[src/rtl/stack_pkg.sv]
// stack_pkg: shared operation encoding and sizing helper for the stack unit.
package stack_pkg;
  typedef enum logic [1:0] {
    OP_NOP  = 2'b00,
    OP_POP  = 2'b01,
    OP_PUSH = 2'b10,
    OP_REPL = 2'b11
  } stack_op_t;
  function automatic int cnt_w(input int depth);
    return $clog2(depth + 1);
  endfunction
endpackage

[src/rtl/stack_regfile.sv]
// stack_regfile: unreset word array with one synchronous write and one asynchronous read port.
module stack_regfile #(
  parameter int DATA_W = 8,
  parameter int DEPTH  = 8,
  localparam int AW    = $clog2(DEPTH)
) (
  input  logic              clk,
  input  logic              we,
  input  logic [AW-1:0]     waddr,
  input  logic [DATA_W-1:0] wdata,
  input  logic [AW-1:0]     raddr,
  output logic [DATA_W-1:0] rdata
);
  logic [DATA_W-1:0] mem [DEPTH];
  always_ff @(posedge clk) begin
    if (we) mem[waddr] <= wdata;
  end
  assign rdata = mem[raddr];
endmodule

[src/rtl/stack_unit.sv]
// stack_unit: LIFO with combinational top-of-stack and overflow/underflow reporting.
// Define STACK_ERR_STICKY_EN to hold err high from the first illegal op until reset.
module stack_unit import stack_pkg::*; #(
  parameter int DATA_W = 8,
  parameter int DEPTH  = 8,
  localparam int CW    = cnt_w(DEPTH),
  localparam int AW    = $clog2(DEPTH)
) (
  input  logic              clk,
  input  logic              rst,
  input  logic              push,
  input  logic              pop,
  input  logic [DATA_W-1:0] din,
  output logic [DATA_W-1:0] tos,
  output logic [CW-1:0]     count,
  output logic              empty,
  output logic              full,
  output logic              err
);
  logic [CW-1:0] sp_q, sp_d, sp_m1;
  logic err_q, err_d;
  logic push_ok, repl_ok, pop_ok, ill, we;
  logic [AW-1:0] waddr;
  logic [DATA_W-1:0] rdata;
  stack_op_t op;
  assign op    = stack_op_t'({push, pop});
  assign empty = sp_q == '0;
  assign full  = sp_q == CW'(DEPTH);
  assign sp_m1 = sp_q - CW'(1);
  // REPL on an empty stack degenerates into a plain push
  always_comb begin
    push_ok = (op == OP_PUSH && !full) || (op == OP_REPL && empty);
    repl_ok = op == OP_REPL && !empty;
    pop_ok  = op == OP_POP && !empty;
    ill     = (op == OP_PUSH && full) || (op == OP_POP && empty);
    we      = push_ok || repl_ok;
    waddr   = repl_ok ? AW'(sp_m1) : AW'(sp_q);
    sp_d    = push_ok ? sp_q + CW'(1) : pop_ok ? sp_m1 : sp_q;
`ifdef STACK_ERR_STICKY_EN
    err_d   = err_q || ill;
`else
    err_d   = ill;
`endif
  end
  always_ff @(posedge clk) begin
    if (rst) begin
      sp_q  <= '0;
      err_q <= 1'b0;
    end else begin
      sp_q  <= sp_d;
      err_q <= err_d;
    end
  end
  stack_regfile #(.DATA_W(DATA_W), .DEPTH(DEPTH)) u_rf (
    .clk  (clk),
    .we   (we),
    .waddr(waddr),
    .wdata(din),
    .raddr(AW'(sp_m1)),
    .rdata(rdata)
  );
  assign tos   = empty ? '0 : rdata;
  assign count = sp_q;
  assign err   = err_q;
endmodule
[config.mk]
export PLATFORM = sky130hd
export DESIGN_NAME = stack_unit
export DESIGN_NICKNAME = d
export VERILOG_FILES = /design/src/rtl/stack_pkg.sv /design/src/rtl/stack_regfile.sv /design/src/rtl/stack_unit.sv
export SDC_FILE = /design/constraint.sdc
export NUM_CORES = 1
export LEC_CHECK = 0
export CORE_ASPECT_RATIO = 1.75
export CORE_MARGIN = 5
export CORE_UTILIZATION = 41
export CTS_CLUSTER_SIZE = 14
export DETAILED_ROUTE_END_ITERATION = 8
export GPL_TIMING_DRIVEN = 0
export SLEW_MARGIN = 10
export SYNTH_ARGS = -nofsm -noshare
export SYNTH_HDL_FRONTEND = slang
export SYNTH_SLANG_ARGS = --single-unit
[constraint.sdc]
create_clock -name clk -period 3.2 [get_ports clk]
set_input_delay 0.64 -clock clk [delete_from_list [all_inputs] [get_ports clk]]
set_output_delay 0.64 -clock clk [all_outputs]
set_load 0.01 [all_outputs]
==> summary.md, run 1 <==
| Metric | Value |
|---|---|
| Skew-Pair Late Insertion Delay | 0.33 ns |
| Slew @ Worst Pin | 0.839 ns |
| Core Util, Final | 52.4% |
| Post_cts resized | 24 |
| Reg power frac | 32.3% |
| Setup-failing EPs final | 0 |
| ANT cells | 0 |
| Clock share of power | 25.0% |
| R2R Path Start | count[0] |
| Hold Crit Start | count[0] |
| Logic pwr share | 42.7% |
| DIE AREA | 9150 sq um |
| Critical path endpoint category | primary output |
| Final ANT Viol Nets | 0 |
| Hold_buf cts | 0 |
| Post-synthesis net count | 202 |
| Synthesized instance count | 188 |
| Achievable Freq | 0.325 GHz |
| Initial drt markers | 63 |
| CTS H-tree depth | 3 |
| CP Class | flop to primary output |
| Most common cell after layout, fill and taps aside | edfxtp_1 |
| RR Endpoint | u_rf.mem[5][0] |
| GP Congestion | 0.827 |
| Core Area | 7180 sq um |
| Io pins | 27 |
| Yosys reg bits | 69 |
| Hold path depth | 3 |
| P_leak | 1.29 nW |
| XOR/XNOR Fraction of Synth Area | 0.881% |
| Synth Area per Inst | 15.9 sq um |
| Critical Path Source Type | flop |
| Most frequent cells in the layout | edfxtp_1 (64), nand2_1 (21), clkdlybuf4s50_1 (17) |
| FF-to-FF path depth | 10 |
| Synth warnings | 0 |
| Worst VDD drop | 359 uV |
| Tot Pwr | 3.71 mW |
| Max FO, Critical Path | 10 |
| Cell taking the most area after synthesis | edfxtp_1 |
| Main combinational cell family by area after synthesis | multiplexers |
| Die height | 123 um |
| Die W | 74.5 um |
| Root Buffer | clkbuf_16 |
| Final Max Slew Viols | 0 |
| Per-cell routed wire length | 19.5 um |
| Mux cell area share after synthesis | 13.8% |
| Routed vias | 1800 |
| Fraction of the mapped netlist area in adder cells | 0.839% |
| DRC | 0 |
| Post-detail-place hpwl | 4.30 mm |
| Max-capacitance violation count | 0 |
| Post-Syn Area | 2980 sq um |
| Clock transition at the registers of the reported paths | 0.05 ns |
| Final Hold Viols | 0 |
| Nets | 239 |
| Initial Util | 41.5% |
| P_sw | 1.24 mW |
| Initial antenna violation count | 0 |
| Tmin final | 3.07 ns |
| Fillcell total | 595 |
| Input/output buffers | 26 |
| Placed instance area | 3390 sq um |
| WHS Endpoint | count[2] |
| FF+latch area | 2020 sq um |
| GRT Resource Usage Total | 15.1% |
| Number of global-route vias before repair | 1753 |
| # rows | 41 |
| Largest net degree at the start of global routing | 12 |
| Setup_tns | 0 ns |
| Worst hold-check path type | flop to flop |
| First-pass GRT wire length | 9.52 mm |
| Required @ worst endpoint | 2.56 ns |
| Synth cell types | 39 |
| Layout cell share with drive strength beyond 1 | 26.1% |
| Vias per cell | 5.70 |
| Compound-Gate Fraction of Synth Area | 5.54% |
| Worst EP arrival | 2.43 ns |
| DRT Pass-1 Iters | 4 |
| Post-Synth Simple-Gate Area | 8.60% |
| Int Pwr | 2.46 mW |
| CTS tree | yes |
| Synth area leaders | edfxtp_1 (64%), mux4_2 (12%), dfxtp_1 (3.4%) |
| Area of the multi-input gates | 981 sq um |
| Total global routing overflow | 0 |
| Clk_skew | 0.00845 ns |
| Top cell type's share of synthesized area | 64.5% |
| Register area share after synthesis | 67.8% |
| Hold WS | 0.754 ns |
| R2r setup slk | 0.25 ns |
| Max-slew headroom | 43.7% |
| RSZ-0062 raised after global routing | false |
| Final instance area | 3760 sq um |
| Sw Ratio | 33.6% |
| Final worst path period share | 96.0% |
| Status | finished clean |
| Layout area overhead | 26.1% |
| # Post-CTS Setup Buffers | 0 |
| CTS max path bufs | 2 |
| PD cells | 985 nW/um^2 |
| Num CTS Buffers | 9 |
| TritonCTS Sinks | 69 |
| Routed WL | 6.17 mm |
cell usage after synthesis (all sizes together):
cell	instances
xnor2	1
and3	3
mux2	1
mux4	16
xor2	2
nand3	4
nand2	21
nand4	1
a211oi	3
a31oi	1
o21a	1
nor3b	1
or4	1
nor2b	2
or3b	1
o21bai	1
nor3	9
clkbuf	2
a221oi	1
or2b	1
or3	1
a311o	1
ha	2
edfxtp	64
mux2i	4
o21ai	6
dfxtp	5
nand2b	1
and3b	1
nor2	4
buf	9
nand3b	1
a21oi	12
inv	4
final cells by class:
cell class | count | share of cell area [%]
Tap cell | 86 | 2.86
Sequential cell | 69 | 53.8
Inverter | 4 | 0.399
Multi-Input combinational cell | 104 | 26.1
Clock inverter | 1 | 0.133
Timing Repair Buffer | 26 | 6.62
Buffer | 11 | 2.50
Clock buffer | 15 | 7.65
registers in the layout, indices dropped and copies added, names as in the netlist:
| signal | flops |
|---|---|
| count | 4 |
| err | 1 |
| u_rf.mem | 64 |
worst max path at each step:
| stage | from | endpoint | slack, ns | depth (start not counted) |
|---|---|---|---|---|
| after floorplan | count[0] | u_rf.mem[5][0] | 0.27 | 10 |
| after global placement | count[0] | tos[2] | -0.47 | 9 |
| after detailed placement | count[0] | tos[3] | -0.48 | 9 |
| after CTS | count[0] | tos[6] | 0.008 | 9 |
| after global routing | count[0] | tos[6] | 0.04 | 10 |
| final | count[0] | tos[0] | 0.13 | 10 |
critical path, stage by stage, from the launching register on:
cell           delay, ns
dfxtp_1             0.33
buf_4               0.18
buf_8               0.16
inv_2               0.09
ha_4                0.13
buf_6               0.15
or3b_4              0.42
inv_2               0.08
buf_4               0.19
a21oi_1             0.08
dlygate4sd2_1       0.29
kinds of logic (layout without fill, tap and decap cells):
kind of cell    after synthesis  after routing
flops                        69             69
simple gates                 52             52
compound gates               26             26
mux                          21             21
buf+inv                      15             57
xor+xnor                      3              3
fa+ha+maj                     2              2
stage by stage:
step / worst slack, ns / cells
after floorplan: 0.271 / 188
final: 0.127 / 316
after detailed placement: -0.483 / 300
after global placement: -0.471 / 300
after CTS: 0.00795 / 316
after global routing: 0.0361 / 316
routing by layer:
layer | vias up | routed length, um | part of all wire, % | GRT usage [%]
met2 | 55 | 3560 | 58 | 26.2
met1 | 920 | 2170 | 35 | 16.0
met4 | 0 | 189 | 3.1 | 8.57
met5 | - | 0 | 0 | 0
met3 | 14 | 250 | 4.1 | 3.77
li1 | 811 | - | - | -
power groups by stage:
| stage | combinational [mW] | clock [mW] | sequential (mW) |
|---|---|---|---|
| floorplan | 0.927 | 0 | 1.20 |
| global placement | 1.50 | 0 | 1.21 |
| detailed placement | 1.53 | 0 | 1.21 |
| CTS | 1.57 | 0.950 | 1.20 |
| global route | 1.73 | 0.992 | 1.21 |
| finish | 1.58 | 0.928 | 1.20 |
(Power assumes the default switching activity.)
==> run 2: changes to the inputs <==
--- a/config.mk
+++ b/config.mk
@@ -5,6 +5,7 @@
 export SDC_FILE = /design/constraint.sdc
 export NUM_CORES = 1
 export LEC_CHECK = 0
+export CAP_MARGIN = 20
 export CORE_ASPECT_RATIO = 1.75
 export CORE_MARGIN = 5
 export CORE_UTILIZATION = 41
==> results of run 2 <==
No change in the layout: final DEF, timing and power equal those of run 1.
